===== src/rtl/fb_scanout.sv =====
// Line scan-out engine: fetches WORDS_PER_LINE 32-bit words from a framebuffer port
// whose nibbles refresh in counter order, and shifts the pixels out LSB-first on pix_en.
module fb_scanout #(
    parameter int ADDR_BITS      = 4,
    parameter int WORDS_PER_LINE = 2
) (
    input  logic                 clk,
    input  logic                 rst_n,
    input  logic [2:0]           counter,
    input  logic                 line_start,
    input  logic [ADDR_BITS-1:0] line_base,
    input  logic                 pix_en,
    output logic [ADDR_BITS-1:0] r_addr,
    input  logic [31:0]          r_data,
    output logic                 pixel,
    output logic                 busy,
    output logic                 underrun
);

    localparam int IDX_BITS = $clog2(WORDS_PER_LINE + 1);

    typedef enum logic [2:0] {IDLE, ALIGN, FETCH, CAPTURE, DONE} state_t;

    state_t               state;
    state_t               state_nxt;
    logic [ADDR_BITS-1:0] base;
    logic [IDX_BITS-1:0]  index;
    logic [31:0]          pf_buf;
    logic                 pf_valid;
    logic [31:0]          shift;
    logic [5:0]           count;

    logic consume;
    logic load;
    logic capture;
    logic last_word;
    logic line_done;
    logic starve;

    // The shifter empties this edge if it is already empty or its last bit is being strobed.
    assign consume   = pix_en && (count != 6'd0);
    assign load      = pf_valid && ((count == 6'd0) || (count == 6'd1 && pix_en));
    assign capture   = (state == CAPTURE) && (!pf_valid || load);
    assign last_word = (int'(index) + 1) >= WORDS_PER_LINE;
    assign line_done = ((state == IDLE) || (state == DONE)) && !pf_valid;
    assign starve    = pix_en && (count == 6'd0) && !line_done;

    assign r_addr   = base + ADDR_BITS'(index);
    assign pixel    = (count != 6'd0) && shift[0];
    assign busy     = (state != IDLE) && (state != DONE);

    always_comb begin
        // NOTE: default first so every path assigns state_nxt; otherwise a latch is inferred.
        state_nxt = state;
        case (state)
            ALIGN:   if (counter == 3'd7) state_nxt = FETCH;
            FETCH:   if (counter == 3'd7) state_nxt = CAPTURE;
            CAPTURE: if (capture) state_nxt = last_word ? DONE : ALIGN;
            default: state_nxt = state;
        endcase
        if (line_start) state_nxt = ALIGN;
    end

    // NOTE: sequential state uses non-blocking assignments so every register samples pre-edge values.
    always_ff @(posedge clk or negedge rst_n) begin
        if (!rst_n) state <= IDLE;
        else        state <= state_nxt;
    end

    always_ff @(posedge clk or negedge rst_n) begin
        if (!rst_n) begin
            base     <= '0;
            index    <= '0;
            pf_buf   <= '0;
            pf_valid <= 1'b0;
            shift    <= '0;
            count    <= '0;
            underrun <= 1'b0;
        end else if (line_start) begin
            // A new line discards anything captured or loaded on this same edge.
            base     <= line_base;
            index    <= '0;
            pf_buf   <= '0;
            pf_valid <= 1'b0;
            shift    <= '0;
            count    <= '0;
        end else begin
            if (load) begin
                shift <= pf_buf;
                count <= 6'd32;
            end else if (consume) begin
                shift <= {1'b0, shift[31:1]};
                count <= count - 6'd1;
            end

            if (capture) begin
                pf_buf   <= r_data;
                pf_valid <= 1'b1;
                index    <= index + 1'b1;
            end else if (load) begin
                pf_valid <= 1'b0;
            end

            if (starve) underrun <= 1'b1;
        end
    end

endmodule


===== config.mk =====
export PLATFORM = sky130hd
export DESIGN_NAME = fb_scanout
export DESIGN_NICKNAME = d
export VERILOG_FILES = /design/src/rtl/fb_scanout.sv
export SDC_FILE = /design/constraint.sdc
export NUM_CORES = 1
export LEC_CHECK = 0
export ABC_CLOCK_PERIOD_IN_PS = 2250
export CAP_MARGIN = 20
export CORE_UTILIZATION = 55
export DETAILED_ROUTE_END_ITERATION = 6
export DONT_BUFFER_PORTS = 1
export PLACE_DENSITY = 0.71
export SLEW_MARGIN = 10
export SYNTH_ARGS = -nofsm -noshare
export SYNTH_HDL_FRONTEND = slang
export SYNTH_SLANG_ARGS = --single-unit

===== constraint.sdc =====
create_clock -name clk -period 2.25 [get_ports clk]
set_clock_uncertainty 0.15 [all_clocks]
set_input_delay 0.225 -clock clk [delete_from_list [all_inputs] [get_ports clk]]
set_output_delay 0.225 -clock clk [all_outputs]
set_load 0.005 [all_outputs]

# Word level (Yosys, flattened, before mapping)
# Index checks and enable logic that the tools add are counted.
# totals
register_bits	81
latchBits	0
ram_bits	0
mem_bits_ro	0
input_bits	43
output_inout_bits	7
elab_cells	67
mem_count	0
# classes
n_addsub	4
mul	0
div	0
magnitude_cmp	1
eq_ne	10
shifts	0
mux	19
bitwise_logic	1
n_reduce_logical	24
# ops
operator	count
$mux 32	5
$mux 6	3
$mux 3	5
$ne 3x3->1 const B	4
$logic_and 1x1->1	9
$pmux 3 s3	1
$reduce_bool 3->1	3
$eq 3x2->1 const B	2
$eq 3x3->1 const B	2
$eq 6x1->1 const B	1
$logic_not 6->1	1
$reduce_bool 6->1	1
$sub 6x1->6 const B	1
$add 4x2->4	1
$mux 2	2
$reduce_and 4->1	1
$reduce_bool 4->1	1
$add 2x1->3 const B	1
$eq 3x1->1 const B	1
$ge 3x2->1 const B	1
$logic_not 3->1	1
$logic_or 1x1->1	3
$mux 1	3
$add 2x1->2 const B	1
4 further kinds	5

# Longest topological paths before layout
# depth
depth_word	9
depth_mapped	8
ltp_nobuf	6

# Worst setup path after synthesis
# Ideal clock, no wire load.
# synth_timing
path_kind	register -> register
start	register count[0]
end	register shift[28]
setup_ps	66
t_arrival_ps	1789
required_ps	2034
setup_slack_ps	245
stages_incl_launch_ff	8
path_buffers	1
cell_sequence	dfrtp_1 inv_1 ha_1 nor2b_1 a21boi_2 a311oi_2 buf_4 a221o_1
# synth_via
elab_chain_cells	6
word_cells_on_any_way	10
cone_classes	eq/ne (1); mux (2); reduce/logical (7)
# synth_rtl
element	line_no	source
start, declared	31	logic [5:0] count;
start signal, assigned	93	count <= count - 6'd1;
$eq 6x1->1	42	assign load = pf_valid && ((count == 6'd0) || (count == 6'd1 && pix_en));
$logic_and 1x1->1	42	
$logic_or 1x1->1	42	
$logic_and 1x1->1	42	
$mux 32	88	if (load) begin
$mux 32	79	end else if (line_start) begin
end signal, assigned	89	shift <= pf_buf;
end signal, assigned	92	shift <= {1'b0, shift[31:1]};
end, declared	30	logic [31:0] shift;
# Parallel ways exist; a longest one is shown, timed or not.
# A chain may end at the register's enable or synchronous reset.

# Worst setup path in the final report
# layout_timing
start	register count[4]
end	register pf_buf[19]
# layout_via
elab_chain_cells	7
word_cells_on_any_way	8
cone_classes	eq/ne (1); reduce/logical (7)
# layout_rtl
element	line_no	source
$eq 6x1->1	42	
$logic_and 1x1->1	42	
$logic_or 1x1->1 *	42	
$logic_and 1x1->1 *	42	
$logic_or 1x1->1 *	43	assign capture = (state == CAPTURE) && (!pf_valid || load);
$logic_and 1x1->1 *	43	
$reduce_bool 2->1 (no source line) *	-	
end signal, assigned	97	pf_buf <= r_data;
end, declared	28	logic [31:0] pf_buf;
# Mark *: on every way between the ends. The rest lies on a longest branch, timed or not.

==> reports/qor.txt <==
STATUS
-----------------------------------------------------------------------------------------------------
Outcome                                                                                  finished with violations
Failing checks                                                                            hold timing

WORST SETUP PATH
-----------------------------------------------------------------------------------------------------
Worst Path Arrival                                                                            2.30 ns
Crit Reg-Reg Endpoint                                                                    pf_buf[19]$_DFFE_PN0P_
Worst reg-to-reg setup slack                                                                  0.02 ns
Crit path max fanout                                                                               18
R2R cell count                                                                                      4
Required time reported for the critical path endpoint                                         2.33 ns
Element type at the critical path start                                                          flop
Crit Path Class                                                                          flop to flop
Reg2reg start                                                                            count[4]$_DFFE_PN0P_
Crit path capture type                                                                           flop

CELLS AND AREA
-----------------------------------------------------------------------------------------------------
Fin cells                                                                                         540
Final standard cell area without fillers                                                   5200 sq um
Area used by multi-input combinational logic                                               1960 sq um
FF+latch area                                                                              2030 sq um
Fraction of layout cells with a size suffix above 1                                             16.8%
Layout Nets                                                                                       485
Signed area change from the synthesized netlist to the final layout                             21.1%
FILL cells                                                                                        527
Number of antenna cells inserted                                                                    0

STA
-----------------------------------------------------------------------------------------------------
Final count of negative-setup-slack endpoints                                                       0
Setup ws final                                                                              0.0246 ns
Slew at the pin closest to its max-slew limit                                                0.426 ns
Headroom to the max-slew limit                                                                  71.4%
Final hold violations                                                                               1
Minimum clock period                                                                          2.23 ns
Final Hold Slack                                                                          -0.00868 ns
Unrepaired setup endpoints after global routing                                                   yes
Fin. max-slew vios                                                                                  0
Final worst-path cycle share                                                                    98.9%
Max Freq                                                                                      449 MHz

SYNTH
-----------------------------------------------------------------------------------------------------
Biggest area consumer among synthesized cells                                                 dfrtp_1
Biggest area contributors in the synthesized netlist                                     dfrtp_1, o41ai_2, a221o_1
Number of enable-type register cells in the synthesized netlist                                     0
Unique masters post-synth                                                                          44
Post-synthesis share of cell area spent on full adders, half adders and majority gates          1.92%
Sequential element share of the synthesized area                                                47.2%
Mapped Nets                                                                                       440
Area fraction of the dominant cell type after synthesis                                         47.2%
Portion of netlist area occupied by mux cells                                                   1.98%
Synth Cell Area                                                                            4300 sq um
Xor and xnor area share after synthesis                                                        0.815%
Number of synthesized register bits                                                                81
Post-Syn Instances                                                                                391
Most used flip-flop cell after synthesis                                                      dfrtp_1
Avg Synthesized Cell Area                                                                  11.0 sq um
FFs w/ async S/R, synth                                                                          100%
Top cell types by occurrence after synthesis                                             dfrtp_1, inv_1, nor2b_1, a221o_1, and3_1
Synth Area in Compound Gates                                                                    25.2%
Most instantiated library cell after synthesis                                                dfrtp_1
Area share of and/or/nand/nor cells after synthesis                                             15.1%
Main combinational cell family by area after synthesis                                   compound AO/OA/AOI/OAI gates
Count of yosys warnings during synthesis                                                            0

CLOCK NETWORK
-----------------------------------------------------------------------------------------------------
TritonCTS buffer count                                                                              9
TritonCTS clock tree                                                                             done
Clk pin slew, worst setup/hold paths                                                          0.09 ns
# clock sinks                                                                                      81
Cell at the root of the clock tree                                                           clkbuf_8
Clock insertion delay at the later pin of the skew report                                     0.35 ns
CTS Buffer Depth                                                                                    2
Number of levels in the clock H-tree                                                                3

POWER AND IR DROP
-----------------------------------------------------------------------------------------------------
Internal power summed over all cells                                                          2.41 mW
Peak supply drop                                                                             0.351 mV
Leakage                                                                                       2.58 nW
P_sw                                                                                          1.06 mW
Switching power share of the total                                                              30.5%
Seq pwr share                                                                                   44.9%
Share of power burned in combinational logic                                                    23.8%
Pwr per Cell Area                                                                         665 nW/um^2
Fraction of power consumed by the clock network                                                 31.3%

GRT
-----------------------------------------------------------------------------------------------------
Wire length of the first global-routing pass                                             14700 microns
Total congestion overflow                                                                           0
Combined global-route utilization of all metal layers                                           22.5%
Maximum number of pins on one net before global-route repair                                       87
Vias in the first global route                                                                   3018
Antenna violations before repair                                                                    0

WORST HOLD PATH
-----------------------------------------------------------------------------------------------------
Hold Path Class                                                                          primary input to flop
Cell depth of the worst min-delay path                                                              3
Min-Delay Endpoint                                                                       pf_buf[22]$_DFFE_PN0P_
Worst Hold Launch                                                                          line_start

PLACEMENT
-----------------------------------------------------------------------------------------------------
Number of input and output port buffers inserted                                                    0
Setup slack after placement                                                                  0.124 ns
Placed inst area                                                                           4410 sq um
Placer Congestion                                                                               0.816
HPWL reported at the end of detailed placement                                           5090 microns
Cells after DPL                                                                                   470

FLOORPLAN
-----------------------------------------------------------------------------------------------------
Initial core utilization                                                                        58.0%
Core Box Area                                                                              7410 sq um
Top Ports                                                                                          50
Die span in y                                                                            90.4 microns
Floorplan die area                                                                         8170 sq um
DIE WIDTH                                                                                90.4 microns
Count of standard-cell rows                                                                        31

ROUTE
-----------------------------------------------------------------------------------------------------
Routed WL                                                                                9520 microns
Number of search-and-repair iterations in the first detailed-routing pass                           5
ANT nets after route                                                                                0
Post-detailed-route via-to-cell ratio                                                            5.90
DRC errors left                                                                                     0
Wire per inst                                                                            17.6 microns
Total number of vias                                                                             3188
First-iteration detailed-routing DRC count                                                        249

RUN
-----------------------------------------------------------------------------------------------------
Max-Cap Viols                                                                                       0

==> area by class of cell <==
class	count	area share, %
clock buffer	10	2.64
clock inverter	6	1.27
inverter	39	2.81
multi-input combinational	236	37.7
sequential	81	39.0
tap	99	2.38
timing repair buffer	69	14.2
==> how the worst max path moves through the flow <==
stage                              start                      to  slack, ns  depth (start not counted)
finish              count[4]$_DFFE_PN0P_  pf_buf[19]$_DFFE_PN0P_       0.02                          4
floorplan           count[0]$_DFFE_PN0P_   shift[28]$_DFFE_PN0P_       0.25                          7
detailed placement  count[4]$_DFFE_PN0P_   pf_buf[0]$_DFFE_PN0P_       0.12                          5
global placement    count[4]$_DFFE_PN0P_   pf_buf[4]$_DFFE_PN0P_       0.19                          5
CTS                 count[0]$_DFFE_PN0P_    count[5]$_DFFE_PN0P_       0.01                          7
global route        count[4]$_DFFE_PN0P_  pf_buf[19]$_DFFE_PN0P_      -0.11                          4
==> cells in the final DEF (no fill, tap or decap), drive strengths merged, types with 10 or more instances in the layout <==
| cell | netlist | final |
|---|---|---|
| buf | 16 | 17 |
| clkbuf | 19 | 10 |
| o21ai | 33 | 33 |
| o41ai | 31 | 31 |
| nor2b | 34 | 34 |
| a221o | 31 | 31 |
| dlygate4sd3 | 0 | 52 |
| dfrtp | 81 | 81 |
| and3 | 31 | 31 |
| inv | 39 | 40 |
==> repair_timing <==
| item | 4_1_cts | 5_1_grt |
|---|---|---|
| endpoints found under the hold margin | 131 | 121 |
| hold buffers | 18 | 36 |
| setup buffers | 0 | 0 |
| endpoints found under the setup margin | 0 | 14 |
| resized for setup | 0 | 4 |
==> per-layer routing <==
layer	global-route usage, %	wire (microns)
met1	30.8	4360
met2	35.8	4540
met3	3.79	460
met4	8.47	155
met5	0	0
==> stage by stage <==
stage | setup TNS, ns | util (%) | power, mW
finish | 0 | 70.2 | 3.46
global route | -0.173 | 70.2 | 3.62
CTS | 0 | 64.7 | 3.35
detailed placement | 0 | 59.5 | 2.22
global placement | 0 | 59.5 | 2.20
floorplan | 0 | - | 2.04
==> worst max-delay path, cell delays in order, from the launching register on <==
cell	delay, ns
dfrtp_1	0.46
or3_1	0.37
o31a_2	0.48
buf_4	0.26
o41ai_1	0.37
==> kinds of logic (layout without fill, tap and decap cells) <==
logic type               after synthesis  count (layout)
buffers and inverters                 74             124
AND/OR/NAND/NOR                      105             105
multiplexers                           8               8
AO/OA/AOI/OAI                        113             113
XOR/XNOR                               4               4
adder cells (fa/ha/maj)                6               6
flip-flops                            81              81
==> power groups by stage <==
stage | combinational [mW] | clock, mW | sequential, mW
2_1_floorplan | 0.459 | 0 | 1.58
3_3_place_gp | 0.620 | 0 | 1.58
3_5_place_dp | 0.645 | 0 | 1.58
4_1_cts | 0.684 | 1.11 | 1.55
5_1_grt | 0.893 | 1.17 | 1.56
6_report | 0.824 | 1.08 | 1.55
==> state kept, by name, indices dropped and copies added (netlist names) <==
name	cells
shift	32
underrun	1
index	2
count	6
pf_buf	32
base	4
state	3
pf_valid	1
Power figures use the tool's default switching activity.
